[config.mk]
export PLATFORM = sky130hd
export DESIGN_NAME = branch_resolve_ctrl
export DESIGN_NICKNAME = d
export VERILOG_FILES = /design/src/rtl/branch_resolve_ctrl.sv
export SDC_FILE = /design/constraint.sdc
export NUM_CORES = 1
export LEC_CHECK = 0
export ABC_AREA = 1
export CORE_MARGIN = 1.5
export CORE_UTILIZATION = 53
export CTS_CLUSTER_DIAMETER = 50
export DETAILED_ROUTE_END_ITERATION = 6
export PLACE_DENSITY_LB_ADDON = 0.05
export SLEW_MARGIN = 20
export SYNTH_ARGS = -nofsm -noshare
export SYNTH_HDL_FRONTEND = slang
export SYNTH_SLANG_ARGS = --single-unit
export TNS_END_PERCENT = 30
[constraint.sdc]
create_clock -name clk_i -period 4.1 [get_ports clk_i]
set_input_delay 1.025 -clock clk_i [delete_from_list [all_inputs] [get_ports clk_i]]
set_output_delay 1.025 -clock clk_i [all_outputs]
set_load 0.05 [all_outputs]
[src/rtl/branch_resolve_ctrl.sv]
// Execute-stage branch/jump resolver: drives the shared comparator, decodes taken,
// issues a registered redirect plus flush window, and counts branches/taken.
module branch_resolve_ctrl #(
    parameter int FLUSH_CYCLES = 2,
    parameter int CNT_W        = 32
) (
    input  logic             clk_i,
    input  logic             rst_i,
    input  logic             br_valid_i,
    input  logic [2:0]       br_op_i,
    input  logic             jal_i,
    input  logic             jalr_i,
    input  logic             stall_i,
    input  logic [31:0]      pc_i,
    input  logic [31:0]      imm_i,
    input  logic [31:0]      rs1_i,
    input  logic [31:0]      rs2_i,
    output logic             cmp_sign_o,
    output logic [31:0]      cmp_a_o,
    output logic [31:0]      cmp_b_o,
    input  logic [1:0]       cmp_res_i,
    output logic             redirect_o,
    output logic [31:0]      redirect_pc_o,
    output logic             flush_o,
    output logic             illegal_o,
    output logic [CNT_W-1:0] br_cnt_o,
    output logic [CNT_W-1:0] taken_cnt_o
);

    typedef enum logic {IDLE, FLUSH} state_t;

    localparam logic [3:0] FLUSH_INIT = 4'(FLUSH_CYCLES);

    state_t           state_q, state_d;
    logic [3:0]       flush_cnt_q, flush_cnt_d;
    logic             redirect_q, redirect_d;
    logic [31:0]      redirect_pc_q, redirect_pc_d;
    logic             illegal_q, illegal_d;
    logic [CNT_W-1:0] br_cnt_q, br_cnt_d;
    logic [CNT_W-1:0] taken_cnt_q, taken_cnt_d;

    logic        accept;
    logic        uncond;
    logic        is_lt, is_eq;
    logic        taken;
    logic        op_illegal;
    logic [31:0] target;
    logic [31:0] jalr_sum;

    assign cmp_a_o    = rs1_i;
    assign cmp_b_o    = rs2_i;
    assign cmp_sign_o = ~br_op_i[1];

    assign is_lt    = cmp_res_i[1];
    assign is_eq    = cmp_res_i[0];
    assign uncond   = jal_i | jalr_i;
    assign jalr_sum = rs1_i + imm_i;
    assign accept   = br_valid_i & ~stall_i & (state_q == IDLE);

    always_comb begin
        taken      = 1'b0;
        op_illegal = 1'b0;
        target     = pc_i + imm_i;
        if (uncond) begin
            taken = 1'b1;
            if (jalr_i) begin
                target = {jalr_sum[31:1], 1'b0};
            end
        end else begin
            case (br_op_i)
                3'b000:         taken = is_eq;
                3'b001:         taken = ~is_eq;
                3'b100, 3'b110: taken = is_lt;
                3'b101, 3'b111: taken = ~is_lt;
                default:        op_illegal = 1'b1;
            endcase
        end
    end

    always_comb begin
        state_d       = state_q;
        flush_cnt_d   = flush_cnt_q;
        redirect_d    = 1'b0;
        redirect_pc_d = redirect_pc_q;
        illegal_d     = 1'b0;
        br_cnt_d      = br_cnt_q;
        taken_cnt_d   = taken_cnt_q;
        case (state_q)
            IDLE: begin
                if (accept) begin
                    br_cnt_d  = br_cnt_q + 1'b1;
                    illegal_d = op_illegal;
                    if (taken) begin
                        taken_cnt_d   = taken_cnt_q + 1'b1;
                        redirect_d    = 1'b1;
                        redirect_pc_d = target;
                        state_d       = FLUSH;
                        flush_cnt_d   = FLUSH_INIT;
                    end
                end
            end
            FLUSH: begin
                // The window only drains on cycles where the front end actually moves.
                if (!stall_i) begin
                    flush_cnt_d = flush_cnt_q - 1'b1;
                    if (flush_cnt_q == 4'd1) begin
                        state_d = IDLE;
                    end
                end
            end
            default: state_d = IDLE;
        endcase
    end

    always_ff @(posedge clk_i) begin
        if (rst_i) begin
            state_q       <= IDLE;
            flush_cnt_q   <= '0;
            redirect_q    <= 1'b0;
            redirect_pc_q <= '0;
            illegal_q     <= 1'b0;
            br_cnt_q      <= '0;
            taken_cnt_q   <= '0;
        end else begin
            state_q       <= state_d;
            flush_cnt_q   <= flush_cnt_d;
            redirect_q    <= redirect_d;
            redirect_pc_q <= redirect_pc_d;
            illegal_q     <= illegal_d;
            br_cnt_q      <= br_cnt_d;
            taken_cnt_q   <= taken_cnt_d;
        end
    end

    assign redirect_o    = redirect_q;
    assign redirect_pc_o = redirect_pc_q;
    assign flush_o       = (state_q == FLUSH);
    assign illegal_o     = illegal_q;
    assign br_cnt_o      = br_cnt_q;
    assign taken_cnt_o   = taken_cnt_q;

endmodule

Word-level counts from Yosys, hierarchy flattened
Index checks and enable logic that the tools add are counted.

Bits in registers: 103. Logic and storage cells: 53.

Add/sub/neg operators: 5. Equal/unequal tests: 9. Mux-type cells: 14. Bitwise gates (word level): 9. Reductions and logical operators: 9.

Operators by type and width (count): 32-bit by 1-bit adder with 32-bit output, second input constant (2); 32-bit adder (2); 32-bit 2-to-1 mux (2); 3-bit equality test, second input constant (4); 4-bit 2-to-1 mux (3); 4-bit case mux with 2 select lines (1); 1-bit 2-to-1 mux (6); 2-bit != test, second input constant (3); 1-bit NOT (6); 3-bit AND reduction (2); 2-bit OR reduction (3); 6-bit OR reduction (1); 4-bit by 1-bit equality test with 1-bit output, second input constant (1); 1-bit case mux with 4 select lines (1); 4-bit OR reduction (1); 4-bit by 1-bit subtractor with 4-bit output, second input constant (1); 3-bit by 1-bit equality test with 1-bit output, second input constant (1); 3-bit zero test (1); 1-bit AND (2); 1-bit case mux with 2 select lines (1); 2-bit AND reduction (1); 1-bit bitwise OR (1).

Longest topological paths before layout
Word-level depth: 7. Gate-level depth with buffers: 15. Mapped depth without buffers: 15.

Least setup slack after synthesis
OpenSTA, ideal clock, no wires.

Kind: input -> register. Start: in pc_i[0]. End: reg redirect_pc_q[22], in the netlist redirect_pc_o[22]. Arrival: 2496 ps. Slack: 1491 ps. Stages on the path: 14. Path through: ha_1 > fa_1 > nand3_1 > nand3_1 > nand2_1 > nand2_1 > nand2_1 > nand2_1 > nand2_1 > nand2_1 > nand2_1 > nand3_1 > nand3_1 > nand2_1.

Cells in the longest elaborated chain, start to end: 3.

RTL lines: start, declared (RTL line 14) `input logic [31:0] pc_i,`; 32-bit adder * (RTL line 63) `target = pc_i + imm_i;`; 32-bit 2-to-1 mux (RTL line 66) `if (jalr_i) begin`; 32-bit 2-to-1 mux * (RTL line 64) `if (uncond) begin`; end signal, assigned (RTL line 128) `redirect_pc_q <= redirect_pc_d;`; end, declared (RTL line 37) `logic [31:0] redirect_pc_q, redirect_pc_d;`.

Every way passes the cells marked *; elsewhere a longest branch is shown, timed or not. A chain may end at the register's enable or synchronous reset.

Worst setup path in the final report
Start: in rs1_i[1]. End: out cmp_a_o[1].

RTL lines: start, declared (RTL line 16) `input logic [31:0] rs1_i,`; end, declared (RTL line 19) `output logic [31:0] cmp_a_o,`.

No word-level cell between the ends.

==> impl_summary.log <==
INFO  metric outcome = completed
INFO  metric fp.dieArea = 0.02050 mm^2
INFO  metric worstPathCellList = clkdlybuf4s50_1 > clkdlybuf4s50_1
INFO  metric setup_tns = 0 ns
INFO  metric wl = 32960 um
INFO  metric post_synth_xor_area_fraction = 2.438%
INFO  metric postSynth.topFlopCell = sky130_fd_sc_hd__dfxtp_1
INFO  metric clockBufferDepth = 2
INFO  metric timing_worst_slew_pin_value = 0.8909 ns
INFO  metric gp_routability_congestion = around 1.0
INFO  metric ioPinCount = 303
INFO  metric critical_path_arrival = 2.41 ns
INFO  metric cts-root-buf = sky130_fd_sc_hd__clkbuf_16
INFO  metric design_power_total = around 0.0033 W
INFO  metric synth-edff-count = 0
INFO  metric rsz0062_at_grt = false
INFO  metric global_route.usage.total = 32.29%
INFO  metric final_setup_violation_count = 0
INFO  metric crit_path_max_incr_delay = between 0.8 and 0.9 ns
INFO  metric post_synth_cell_types = 50
INFO  metric place.detailed.hpwl = roughly 27000 um
INFO  metric final-instance-count-excl-fill = 2271
INFO  metric post-cts-setup-buffers = 0
INFO  metric gate_count_after_technology_mapping = ~1.8k
INFO  metric remaining_drc_errors = 0
INFO  metric die_h = roughly 140 um
INFO  metric synthMuxAreaShare = less than 1%
INFO  metric synthAdderAreaFrac = 8.192%
INFO  metric worstSetupStartpointType = primary input
INFO  metric buffer_ports.inserted = 238
INFO  metric synth_simple_gate_area_share = 43.16%
INFO  metric final_period_minus_worst_setup_slack = 3.437 ns
INFO  metric antennaDiodeCount = 0
INFO  metric placed_cell_area = approximately 0.013 mm^2
INFO  metric postRouteAntennaNets = 0
INFO  metric worst_ir_drop_vdd = 0.0002165 V
INFO  metric synth_seq_area_share = 19.80%
INFO  metric post_synth_instance_area = 0.01042 mm^2
INFO  metric slew_violations = 0
INFO  metric period_share = 83.84%
INFO  metric syn2layout_area_growth = 24.30%
INFO  metric worst_skew_pair.late_latency = 0.36 ns
INFO  metric fill_cells = 1875
INFO  metric cts-htree-levels = 3
INFO  metric number_of_design_rule_violations_left_by_the_first_detailed_router_iteration = 749
INFO  metric ys_ff_latch = 103
INFO  metric postSynth.asyncResetShare = 0%
INFO  metric largest_net_degree_at_the_start_of_global_routing = 33
INFO  metric critical-path-slowest-cell = sky130_fd_sc_hd__clkdlybuf4s50_1
INFO  metric maxCapViolations = 0
INFO  metric final_layout_size_suffix_gt1_share = 3.141%
INFO  metric design.final.nets = 2207
INFO  metric number_of_global_route_vias_before_repair = 10.85k
INFO  metric worst-setup-path-type = primary input to primary output
INFO  metric post-route-cell-area = 0.01295 mm^2
INFO  metric starting_density_of_the_core = 53.70%
INFO  metric hold_slack = 0.4518 ns
INFO  metric path_delay_family = buffers and inverters
INFO  metric postSynthAreaPerCell = 5.689 um^2
INFO  metric antenna_found_initial = 0
INFO  metric slew-limit-headroom = 40.24%
INFO  metric cp_num_buf_inv = 2
INFO  metric globalRouteOverflowTotal = 0
INFO  metric hold_viol = 0
INFO  metric row_count = a little over 50
INFO  metric worst_hold_path_type = register to register
INFO  metric critPathRequiredTime = 3.07 ns
INFO  metric dp_cells = between 2k and 2.5k
INFO  metric synth_fp_nets = 2037
INFO  metric numCtsBuffers = 9
INFO  metric power_density = 251.2 mW/mm^2
INFO  metric design.core.area = around 0.019 mm^2
INFO  metric clkSlewWorstSetupHoldPaths = 0.06 ns
INFO  metric die_w = 143.2 um
INFO  metric critical-path-top-cell-by-count = sky130_fd_sc_hd__clkdlybuf4s50_1
INFO  metric post_cts_hold_buffer_count = 0
INFO  metric synth_compound_area_share = 8.865%
INFO  metric critical_path_peak_fanout = 3
INFO  metric drt-wirelength-per-cell = 14.51 um
INFO  metric crit_path_end_kind = primary output
INFO  metric avgViaCountPerCell = 5.185
INFO  metric p_leak = 6.241 nW
INFO  metric fmax = 290.9 MHz
INFO  metric synth_warn = 0
INFO  metric dr_total_vias = 11.78k
INFO  metric largest_family_of_logic_cells_by_synthesized_area = simple AND/OR/NAND/NOR gates
INFO  metric cts_resized = 0
INFO  metric grt_pass1_wl = 52470 um
INFO  metric worst_clock_skew = 0.01112 ns
INFO  metric total_clock_sinks = approximately 100
INFO  metric detailedRoute.firstPassIterationCount = 5
INFO  metric tritoncts_clock_tree = built
==> layout make-up <==
cell class                 count  area (um^2)  area share, %
clock inverter                 6        115.1         0.8891
multi-input combinational   1318         6546          50.56
timing repair buffer         245         2435          18.81
inverter                     324         1219          9.412
clock buffer                  10        239.0          1.846
sequential                   103         2062          15.93
tap                          265        331.6          2.561
==> report_power, final <==
group	switching [W]	internal [W]
Clock	0.000397	0.000617
Sequential	0.0000226	0.00103
Combinational	0.000766	0.000420
==> placed cells by master (no fill, tap or decap), types with 5 or more instances in the layout <==
cell / instances
sky130_fd_sc_hd__nor2_4: 8
sky130_fd_sc_hd__inv_2: 5
sky130_fd_sc_hd__buf_4: 7
sky130_fd_sc_hd__nand3_1: 136
sky130_fd_sc_hd__nor3_1: 50
sky130_fd_sc_hd__dfxtp_1: 103
sky130_fd_sc_hd__clkbuf_16: 9
sky130_fd_sc_hd__xor2_1: 21
sky130_fd_sc_hd__nand2_2: 6
sky130_fd_sc_hd__o211ai_1: 5
sky130_fd_sc_hd__o21ai_0: 37
sky130_fd_sc_hd__o21ai_1: 12
sky130_fd_sc_hd__clkdlybuf4s50_1: 238
sky130_fd_sc_hd__ha_1: 65
sky130_fd_sc_hd__nand4_1: 28
sky130_fd_sc_hd__a21oi_1: 93
sky130_fd_sc_hd__nor2_1: 163
sky130_fd_sc_hd__xnor2_1: 8
sky130_fd_sc_hd__nand2_1: 627
sky130_fd_sc_hd__inv_1: 316
==> worst paths after layout <==
check / startpoint / to / slack [ns] / cells after the start
setup reg to reg: flush_o / redirect_pc_o[17] / 2.00 / 9
setup / recovery: rs1_i[1] / cmp_a_o[1] / 0.66 / 2
hold / removal: redirect_pc_o[24] / redirect_pc_o[24] / 0.45 / 2
hold reg to reg: redirect_pc_o[24] / redirect_pc_o[24] / 0.45 / 2
==> synth_stat cells, types with 4 or more instances <==
cell	n	area, um^2
sky130_fd_sc_hd__a21o_1	4	30.03
sky130_fd_sc_hd__a21oi_1	93	465.5
sky130_fd_sc_hd__a31oi_1	4	25.02
sky130_fd_sc_hd__buf_2	9	45.04
sky130_fd_sc_hd__buf_4	64	480.5
sky130_fd_sc_hd__clkbuf_1	8	30.03
sky130_fd_sc_hd__dfxtp_1	103	2062
sky130_fd_sc_hd__ha_1	65	813.3
sky130_fd_sc_hd__inv_1	316	1186
sky130_fd_sc_hd__inv_2	5	18.77
sky130_fd_sc_hd__nand2_1	627	2354
sky130_fd_sc_hd__nand2_2	6	37.54
sky130_fd_sc_hd__nand3_1	136	680.7
sky130_fd_sc_hd__nand3b_1	4	30.03
sky130_fd_sc_hd__nand4_1	28	175.2
sky130_fd_sc_hd__nor2_1	163	611.8
sky130_fd_sc_hd__nor2_4	8	90.09
sky130_fd_sc_hd__nor3_1	50	250.2
sky130_fd_sc_hd__nor4_1	4	25.02
sky130_fd_sc_hd__o211ai_1	5	37.54
sky130_fd_sc_hd__o21a_1	4	30.03
sky130_fd_sc_hd__o21ai_0	37	185.2
sky130_fd_sc_hd__o21ai_1	12	60.06
sky130_fd_sc_hd__o21bai_1	4	30.03
sky130_fd_sc_hd__xnor2_1	8	70.07
sky130_fd_sc_hd__xor2_1	21	183.9
==> cell families after synthesis <==
family / after synthesis
DFF: 103
xor gates and xnor gates: 29
adders and majority gates: 67
AOI/OAI and AO/OA: 170
muxes: 2
buffers and inverters: 410
and+or+nand+nor: 1050
==> metal layers <==
layer  vias up  share of wire (%)  GRT usage [%]
met5         -                  0              0
met4         0                2.2          10.53
met3        60                6.6          3.421
met2       463                 47          55.53
met1      5240                 44          42.06
li1       6013                  -              -
==> state kept, by name, indices dropped and copies added (netlist names) <==
register	count
br_cnt_o	32
flush_o	1
redirect_o	1
taken_cnt_o	32
flush_cnt_q	4
redirect_pc_o	32
illegal_o	1
==> stage by stage <==
step           worst slack, ns  utilization [%]
4_1_cts                 0.6655            66.74
3_5_place_dp            0.6603            64.92
5_1_grt                 0.6570            66.74
2_1_floorplan            1.491                -
3_3_place_gp            0.6969            64.92
6_report                0.6626            66.74
No activity file was read; power rests on OpenSTA's default activity.
